## src/rtl/ex_mem_pkg.sv

```systemverilog
// ex_mem_pkg: shared definitions for the EX->M pipeline boundary.
//   - Bit offsets and widths of the EX payload bus. Fields are listed LSB
//     first: rd_wen, wb_sel, jalr, jal, mem_write, branch, rs2_raddr,
//     rs1_raddr, rd_waddr, instr, alu_result, rs2_rdata, imm, pc.
//   - ex_bus_w(): total payload width for a given XLEN / RA_W.
//   - wb_sel encodings and the skid-register occupancy states.
package ex_mem_pkg;

    // Fixed-position control bits at the bottom of the bus.
    localparam int RD_WEN_OFF    = 0;
    localparam int WB_SEL_OFF    = 1;
    localparam int WB_SEL_W      = 2;
    localparam int JALR_OFF      = 3;
    localparam int JAL_OFF       = 4;
    localparam int MEM_WRITE_OFF = 5;
    localparam int BRANCH_OFF    = 6;
    localparam int RS2_RADDR_OFF = 7;
    localparam int INSTR_W       = 32;
    localparam int FUNCT3_LSB    = 12;  // funct3 = instr[14:12]
    localparam int FUNCT3_W      = 3;

    // Offsets that depend on the register-address and datapath widths.
    function automatic int rs1_raddr_off(input int ra_w);
        return RS2_RADDR_OFF + ra_w;
    endfunction

    function automatic int rd_waddr_off(input int ra_w);
        return RS2_RADDR_OFF + 2 * ra_w;
    endfunction

    function automatic int instr_off(input int ra_w);
        return RS2_RADDR_OFF + 3 * ra_w;
    endfunction

    function automatic int alu_result_off(input int ra_w);
        return instr_off(ra_w) + INSTR_W;
    endfunction

    function automatic int rs2_rdata_off(input int xlen, input int ra_w);
        return alu_result_off(ra_w) + xlen;
    endfunction

    function automatic int imm_off(input int xlen, input int ra_w);
        return alu_result_off(ra_w) + 2 * xlen;
    endfunction

    function automatic int pc_off(input int xlen, input int ra_w);
        return alu_result_off(ra_w) + 3 * xlen;
    endfunction

    // 4*XLEN + 32 + 3*RA_W + 7
    function automatic int ex_bus_w(input int xlen, input int ra_w);
        return pc_off(xlen, ra_w) + xlen;
    endfunction

    typedef enum logic [1:0] {
        WB_PC4 = 2'd0,
        WB_MEM = 2'd1,
        WB_ALU = 2'd2,
        WB_IMM = 2'd3
    } wb_sel_e;

    // Occupancy of the main/skid register pair, decoded from the valid bits.
    typedef enum logic [1:0] {
        SKID_EMPTY = 2'd0,
        SKID_BUSY  = 2'd1,
        SKID_FULL  = 2'd2
    } skid_state_e;

endpackage

```

## src/rtl/pipe_skid_reg.sv

```systemverilog
// pipe_skid_reg: 2-entry valid/ready register slice (main + skid).
//   The main register drives the outputs; the skid register catches the
//   beat accepted in the cycle the consumer stalls, so in_ready_o can be a
//   flop and never depends combinationally on out_ready_i.
// Ports:
//   clk, rst_n (synchronous, active-low), flush_i (drop everything)
//   in_valid_i / in_ready_o / in_data_i    : upstream handshake + data
//   out_valid_o / out_ready_i / out_data_o : downstream handshake + data
module pipe_skid_reg
    import ex_mem_pkg::*;
#(
    parameter int W = 8
) (
    input  logic         clk,
    input  logic         rst_n,
    input  logic         flush_i,
    input  logic         in_valid_i,
    output logic         in_ready_o,
    input  logic [W-1:0] in_data_i,
    output logic         out_valid_o,
    input  logic         out_ready_i,
    output logic [W-1:0] out_data_o
);

    logic         main_valid_q, main_valid_d;
    logic         skid_valid_q, skid_valid_d;
    logic         in_ready_q,   in_ready_d;
    logic [W-1:0] main_data_q,  main_data_d;
    logic [W-1:0] skid_data_q,  skid_data_d;

    logic        accept;
    logic        out_hs;
    skid_state_e state;

    assign accept = in_valid_i & in_ready_q;
    assign out_hs = main_valid_q & out_ready_i;

    always_comb begin
        if (!main_valid_q)     state = SKID_EMPTY;
        else if (skid_valid_q) state = SKID_FULL;
        else                   state = SKID_BUSY;
    end

    always_comb begin
        // NOTE: every output of this block gets a hold default first, so a
        // path that does not assign it cannot infer a latch.
        main_valid_d = main_valid_q;
        skid_valid_d = skid_valid_q;
        main_data_d  = main_data_q;
        skid_data_d  = skid_data_q;

        if (flush_i) begin
            // Data is left stale; only the valid bits matter after a flush.
            main_valid_d = 1'b0;
            skid_valid_d = 1'b0;
        end else begin
            unique case (state)
                SKID_EMPTY: begin
                    if (accept) begin
                        main_valid_d = 1'b1;
                        main_data_d  = in_data_i;
                    end
                end
                SKID_BUSY: begin
                    if (out_hs && accept) begin
                        main_data_d = in_data_i;
                    end else if (out_hs) begin
                        main_valid_d = 1'b0;
                    end else if (accept) begin
                        skid_valid_d = 1'b1;
                        skid_data_d  = in_data_i;
                    end
                end
                SKID_FULL: begin
                    // in_ready is low here, so nothing new can arrive.
                    if (out_hs) begin
                        main_data_d  = skid_data_q;
                        skid_valid_d = 1'b0;
                    end
                end
                default: begin
                end
            endcase
        end

        in_ready_d = !skid_valid_d;
    end

    always_ff @(posedge clk) begin
        if (!rst_n) begin
            // NOTE: payload registers are reset too, so the outputs read a
            // defined zero after reset instead of stale data.
            main_valid_q <= 1'b0;
            skid_valid_q <= 1'b0;
            in_ready_q   <= 1'b1;
            main_data_q  <= '0;
            skid_data_q  <= '0;
        end else begin
            // NOTE: non-blocking assignments so every flop samples the
            // pre-edge values regardless of statement order.
            main_valid_q <= main_valid_d;
            skid_valid_q <= skid_valid_d;
            in_ready_q   <= in_ready_d;
            main_data_q  <= main_data_d;
            skid_data_q  <= skid_data_d;
        end
    end

    assign in_ready_o  = in_ready_q;
    assign out_valid_o = main_valid_q;
    assign out_data_o  = main_data_q;

endmodule

```

## src/rtl/ex_mem_pipe_stage.sv

```systemverilog
// ex_mem_pipe_stage: EX->M pipeline boundary of the RV32 core.
//   Registers the EX payload through a 2-entry skid slice, computes the
//   branch target pc + (imm << BR_IMM_SHIFT) on the incoming payload and
//   carries it with the entry, gates the write enables with the entry valid
//   and counts back-pressure cycles in a saturating counter.
// Ports:
//   clk, rst_n (synchronous, active-low), flush_i (redirect kill)
//   in_valid_i / in_ready_o / ex_bus_i       : EX side
//   out_valid_o / out_ready_i / m_bus_o      : M side
//   pc_branch_o, funct3_o, rd_wen_o, mem_write_o : decoded held entry
//   stall_cnt_o : cycles with out_valid_o=1 and out_ready_i=0 (saturating)
module ex_mem_pipe_stage
    import ex_mem_pkg::*;
#(
    parameter int XLEN         = 32,
    parameter int RA_W         = 5,
    parameter int BR_IMM_SHIFT = 0,
    parameter int CNT_W        = 16,
    parameter int EX_BUS_W     = ex_bus_w(XLEN, RA_W)
) (
    input  logic                clk,
    input  logic                rst_n,
    input  logic                flush_i,
    input  logic                in_valid_i,
    output logic                in_ready_o,
    input  logic [EX_BUS_W-1:0] ex_bus_i,
    output logic                out_valid_o,
    input  logic                out_ready_i,
    output logic [EX_BUS_W-1:0] m_bus_o,
    output logic [XLEN-1:0]     pc_branch_o,
    output logic [2:0]          funct3_o,
    output logic                rd_wen_o,
    output logic                mem_write_o,
    output logic [CNT_W-1:0]    stall_cnt_o
);

    localparam int PC_OFF    = pc_off(XLEN, RA_W);
    localparam int IMM_OFF   = imm_off(XLEN, RA_W);
    localparam int INSTR_OFF = instr_off(RA_W);
    localparam int SLICE_W   = EX_BUS_W + XLEN;

    localparam logic [CNT_W-1:0] CNT_MAX = {CNT_W{1'b1}};

    logic [XLEN-1:0]    in_pc;
    logic [XLEN-1:0]    in_imm_shifted;
    logic [XLEN-1:0]    in_pc_branch;
    logic [SLICE_W-1:0] slice_in;
    logic [SLICE_W-1:0] slice_out;

    logic [CNT_W-1:0] stall_cnt_q, stall_cnt_d;

    // Branch target is computed on the EX side so the M side sees a plain
    // register; the shift drops imm's upper bits and the add wraps.
    assign in_pc          = ex_bus_i[PC_OFF +: XLEN];
    assign in_imm_shifted = ex_bus_i[IMM_OFF +: XLEN] << BR_IMM_SHIFT;
    assign in_pc_branch   = in_pc + in_imm_shifted;
    assign slice_in       = {in_pc_branch, ex_bus_i};

    pipe_skid_reg #(
        .W (SLICE_W)
    ) u_skid (
        .clk         (clk),
        .rst_n       (rst_n),
        .flush_i     (flush_i),
        .in_valid_i  (in_valid_i),
        .in_ready_o  (in_ready_o),
        .in_data_i   (slice_in),
        .out_valid_o (out_valid_o),
        .out_ready_i (out_ready_i),
        .out_data_o  (slice_out)
    );

    assign m_bus_o     = slice_out[EX_BUS_W-1:0];
    assign pc_branch_o = slice_out[SLICE_W-1:EX_BUS_W];
    assign funct3_o    = m_bus_o[INSTR_OFF + FUNCT3_LSB +: FUNCT3_W];
    assign rd_wen_o    = m_bus_o[RD_WEN_OFF] & out_valid_o;
    assign mem_write_o = m_bus_o[MEM_WRITE_OFF] & out_valid_o;

    // Performance counter: flush does not touch it, only reset does.
    always_comb begin
        stall_cnt_d = stall_cnt_q;
        if (out_valid_o && !out_ready_i && (stall_cnt_q != CNT_MAX)) begin
            stall_cnt_d = stall_cnt_q + CNT_W'(1);
        end
    end

    always_ff @(posedge clk) begin
        if (!rst_n) begin
            stall_cnt_q <= '0;
        end else begin
            stall_cnt_q <= stall_cnt_d;
        end
    end

    assign stall_cnt_o = stall_cnt_q;

endmodule

```

## config.mk

```make
export PLATFORM = sky130hd
export DESIGN_NAME = ex_mem_pipe_stage
export DESIGN_NICKNAME = d
export VERILOG_FILES = /design/src/rtl/ex_mem_pkg.sv /design/src/rtl/pipe_skid_reg.sv /design/src/rtl/ex_mem_pipe_stage.sv
export SDC_FILE = /design/constraint.sdc
export NUM_CORES = 1
export LEC_CHECK = 0
export BUFFER_PORTS_ARGS = -buffer_cell sky130_fd_sc_hd__buf_4
export CAP_MARGIN = 20
export CORE_ASPECT_RATIO = 1.4
export CORE_UTILIZATION = 35
export DETAILED_ROUTE_END_ITERATION = 8
export GPL_TIMING_DRIVEN = 0
export SLEW_MARGIN = 40
export SYNTH_ARGS = -nofsm -noshare
export SYNTH_HDL_FRONTEND = slang
export SYNTH_SLANG_ARGS = --single-unit
```

## constraint.sdc

```tcl
create_clock -name clk -period 7.9 [get_ports clk]
set_input_delay 1.185 -clock clk [delete_from_list [all_inputs] [get_ports clk]]
set_output_delay 1.185 -clock clk [all_outputs]
set_load 0.03 [all_outputs]
```

Word level (Yosys, flattened, before mapping)
Index checks and enable logic that the tools add are counted.

storage, ports and cells
  logic and storage cells = 52
  bits in registers = 447

cells by class
  add/subtract/negate cells = 2
  multiplexer cells = 16
  bitwise operators = 8
  reduce and logical (&&, ||, !) cells = 12
  equality and inequality tests = 8

operators with widths
  cell                                                                    count
  214-bit 2-to-1 mux                                                      3
  214-bit one-hot mux with 3 select lines                                 1
  32-bit adder                                                            1
  16-bit by 1-bit adder with 16-bit output (second input constant)        1
  16-bit != test (second input constant)                                  1
  5-bit AND reduction                                                     2
  1-bit 2-to-1 mux                                                        8
  2-bit by 1-bit != test with 1-bit output (second input constant)        4
  1-bit AND                                                               4
  2-bit 2-to-1 mux                                                        2
  1-bit NOT                                                               4
  1-bit one-hot mux with 2 select lines                                   2
  4-bit AND reduction                                                     1
  1-bit logical AND                                                       3
  3-bit nonzero test                                                      1
  2-bit by 1-bit equality test with 1-bit output (second input constant)  1
  2-bit equality test (second input constant)                             1
  1-bit logical NOT                                                       2
  2-bit logical NOT                                                       1
  2-bit != test (second input constant)                                   1
  2-bit nonzero test                                                      1
  2-bit OR reduction                                                      1

Depth between registers and ports, before layout
  depth after elaboration = 7
  depth in mapped cells = 10

Cells and area by module
A second synthesis with hierarchy kept.

unflattened totals
  cells, all modules = 2,356
  area, all modules = 21,280.4 µm²

modules (own cells, without submodules)
  module             instances  cells each  area an instance (µm²)
  pipe_skid_reg      1          2,017       18,735.5
  ex_mem_pipe_stage  1          339         2,544.9

Worst setup path before layout
Ideal clock, no wire load.

  kind = input to register
  start = input ex_bus_i[118]
  end = register u_skid.main_data_q[208] (netlist: u_skid.out_data_o[208])
  cell stages on the path = 10
  required time = 7,780 ps
  path slack = 4,366 ps
  setup time = 120 ps
  arrival time = 3,414 ps
  cells stage by stage = ha_1 -> fa_1 -> a21oi_2 -> o21ai_2 -> a2111oi_4 -> o31ai_4 -> a21o_4 -> a311oi_4 -> mux2i_1 -> a21oi_1

on the way
  word-level cells in the longest chain between the ends = 3

ends and longest elaborated chain
  item                                          RTL line                                  source
  start, declared                               ex_mem_pipe_stage.sv:26                   input logic [EX_BUS_W-1:0] ex_bus_i,
  32-bit adder *                                ex_mem_pipe_stage.sv:56                   assign in_pc_branch = in_pc + in_imm_shifted;
  214-bit 2-to-1 mux, on equally long branches  pipe_skid_reg.sv:65, pipe_skid_reg.sv:59
  214-bit one-hot mux with 3 select lines *     pipe_skid_reg.sv:57                       unique case (state)
  end signal, assigned                          pipe_skid_reg.sv:104                      main_data_q <= main_data_d;
  end, declared                                 pipe_skid_reg.sv:28                       logic [W-1:0] main_data_q, main_data_d;

Mark *: on every way between the ends. The rest lies on a longest branch, timed or not. The select of a mux whose other input is x is not followed.
A chain may end at the register's enable or synchronous reset.

Worst setup path after layout
  start = input ex_bus_i[118]
  end = register u_skid.main_data_q[212] (netlist: u_skid.out_data_o[212])

The elaborated chain is that of the path after synthesis.

==> impl_metrics.py <==
metrics = {
    "global_routing": {
        "grt_max_degree": 15,
        "grt-ovfl-total": 0,
        "antenna_found_initial": 4,
        "grt_pass1_wl_microns": 107000,
        "track_usage_pct": 25.0,
        "first_global_vias": 18800,
    },
    "synth": {
        "yosysUniqueCellTypes": 66,
        "avgSynthCellArea_sq_um": 7.67,
        "synthArstFlopShare_pct": 0,
        "syn_nets": 2701,
        "synth_seq_area_share_pct": 47.1,
        "netlist_area_sq_mm": 0.0190,
        "synth_ff_type": "dfxtp_1",
        "synth_area_leader_cell": "dfxtp_1",
        "ys_ff_latch": 447,
        "synth.area.top_cells": "dfxtp_1, nand2_1, a311oi_1",
        "yosysTopAreaCellShare_pct": 47.1,
        "synth-edff-count": 0,
        "yosys_warnings": 0,
        "synthTopCellsByCount": "nand2_1, dfxtp_1, a21oi_1, nor2_1, a311oi_1",
        "syn_inst": 2481,
        "synth_most_common_cell": "nand2_1",
    },
    "pwr": {
        "p_leak_uw": 0.00967,
        "peakVddDrop_v": 0.000139,
        "p_per_area_mw_per_mm2": 225,
    },
    "placement": {
        "dpl_cell_area_sq_mm": 0.0231,
        "dp_hpwl_microns": 55300,
        "numPortBuffers": 422,
        "gp_congestion": 0.904,
        "place_ws_ps": 3820,
    },
    "clocking": {
        "clock-root-buffer": "clkbuf_16",
        "cts_tree": "built",
        "holdBufCountCts": 0,
        "cts-htree-levels": 2,
        "clock_sinks": 447,
        "path_clk_slew_ps": 60,
        "cts_buffer_depth": 3,
        "clk_latency_ps": 590,
        "cts_resized": 0,
        "cts_setup_buffers": 0,
        "numCtsBuffers": 47,
    },
    "die": {
        "start_util_pct": 35.6,
        "std_cell_rows": 100,
        "die_y_microns": 278,
        "die_w_microns": 199,
        "die_area_sq_mm": 0.0553,
        "core_sq_mm": 0.0534,
        "boundaryPins": 424,
    },
    "detailed_routing": {
        "drc": 0,
        "vias_per_cell": 5.20,
        "first_pass_iters": 5,
        "dr.first_iter.drc_count": 1119,
        "wire_per_inst_microns": 19.3,
        "final_antenna_net_count": 0,
        "vias": 19300,
        "wirelength_microns": 71400,
    },
    "layout": {
        "layout-drive-gt1-share_pct": 18.0,
        "final_area_sq_mm": 0.0247,
        "final_nets": 3172,
        "area_delta_synth_final_pct": 29.8,
    },
    "critical_path": {
        "r2r_cells": 7,
        "worst_ep_arrival_time_ps": 3940,
        "worstSetupPathType": "input port to register",
        "cp.required_ps": 8380,
        "reg2reg_from": "u_skid.out_valid_o",
        "crit_start": "ex_bus_i[118]",
        "endpoint_kind": "register",
        "crit_fanout": 4,
        "cp-start-kind": "input port",
    },
    "job": {
        "cap_viol_max_count": 0,
    },
    "sta": {
        "rsz0062_at_grt": "false",
        "period_share_pct": 43.8,
        "layout_setup_ws_ps": 4440,
        "max_freq_mhz": 289,
        "tns_ps": 0,
        "final.min_clock_period_ps": 3460,
        "setup_viol": 0,
        "tightest_slew_ps": 832,
        "hold_viol": 0,
        "hold_slack_ps": 454,
        "relSlewSlack_pct": 44.5,
        "skew_ps": 22.2,
        "finalMaxSlewViolations": 0,
    },
    "worst_hold_path": {
        "hold_depth": 2,
        "hp-start": "u_skid.skid_data_q[21]",
        "min_path_type": "register to register",
    },
    "run_status": {
        "status": "complete, no violations",
    },
}
==> final timing paths <==
check	end	slack, ps
worst max-delay path	u_skid.out_data_o[212]	4440
worst min-delay path	u_skid.skid_data_q[21]	450
worst max register to register	u_skid.out_data_o[178]	4680
worst min register to register	u_skid.skid_data_q[21]	450
==> critical path: stages <==
cell	delay [ps]
buf_4	130
ha_1	220
fa_1	430
a21oi_2	230
o21ai_2	120
a2111oi_4	440
o31ai_4	160
a21o_4	260
a31oi_1	380
xor2_1	120
a311oi_1	270
==> placed cells by master, fill, tap and decap left out, types with 4 or more instances in the layout <==
cell type / count
nand2_1: 840
nand3_1: 15
o211ai_1: 8
xor2_1: 15
clkbuf_16: 48
a21oi_1: 274
clkbuf_1: 185
a211oi_1: 7
nor2_1: 249
buf_2: 14
inv_1: 10
ha_1: 32
nand4_1: 11
clkinv_2: 12
a21o_1: 8
nor3_1: 17
clkbuf_8: 11
dfxtp_1: 447
o21ai_0: 35
o21a_1: 4
and3_1: 6
a31oi_1: 5
and2_1: 6
buf_4: 425
xnor2_1: 24
or3_1: 6
clkbuf_2: 7
a311oi_1: 192
buf_1: 5
==> cell families after synthesis <==
logic type      after synthesis  synth area share, %
flops                       447                 47.1
xor+xnor                     39                 1.80
compound gates              574                 20.4
simple gates               1169                 24.0
buf+inv                     217                 4.43
fa+ha+maj                    33                 2.21
mux                           2                0.105
==> flip-flops by register name, indices dropped and copies added (netlist names) <==
name                 count
u_skid.in_ready_o        1
u_skid.out_valid_o       1
u_skid.skid_data_q     214
u_skid.out_data_o      214
stall_cnt_o             16
u_skid.skid_valid_q      1
==> final cells by class <==
type / count / area (sq um)
multi-input cells: 1817 / 9230
clock inverters: 20 / 204
inverters: 10 / 37.5
clock buffers: 66 / 1380
diodes: 3 / 7.51
fillers: 5384 / 28700
plain buffers: 207 / 815
repair buffers: 422 / 3170
flip-flops and latches: 447 / 8950
well taps: 714 / 893
==> metal layers <==
layer  vias up  share of wire, %  track usage [%]
met3       120               7.9             6.38
met1      9145                38             27.5
met2       585                51             45.4
met5         -             0.018                0
li1       9435                 -                -
met4         2               3.2             9.39
==> power by group <==
group / total (uW) / switching, uW / internal (uW) / leakage, uW
clock network: 2290 / 965 / 1320 / 0.000795
registers: 2400 / 55.0 / 2340 / 0.00364
logic: 875 / 557 / 319 / 0.00523
==> stage by stage <==
| stage | total power [uW] | std cells | util (%) |
|---|---|---|---|
| 2_1_floorplan | 2940 | 2481 | - |
| 3_3_place_gp | 3310 | 3617 | 43.2 |
| 3_5_place_dp | 3320 | 3617 | 43.2 |
| 5_1_grt | 5760 | 3706 | 46.2 |
| 6_report | 5560 | 3706 | 46.2 |
| 4_1_cts | 5600 | 3703 | 46.2 |
(Power assumes the default switching activity.)
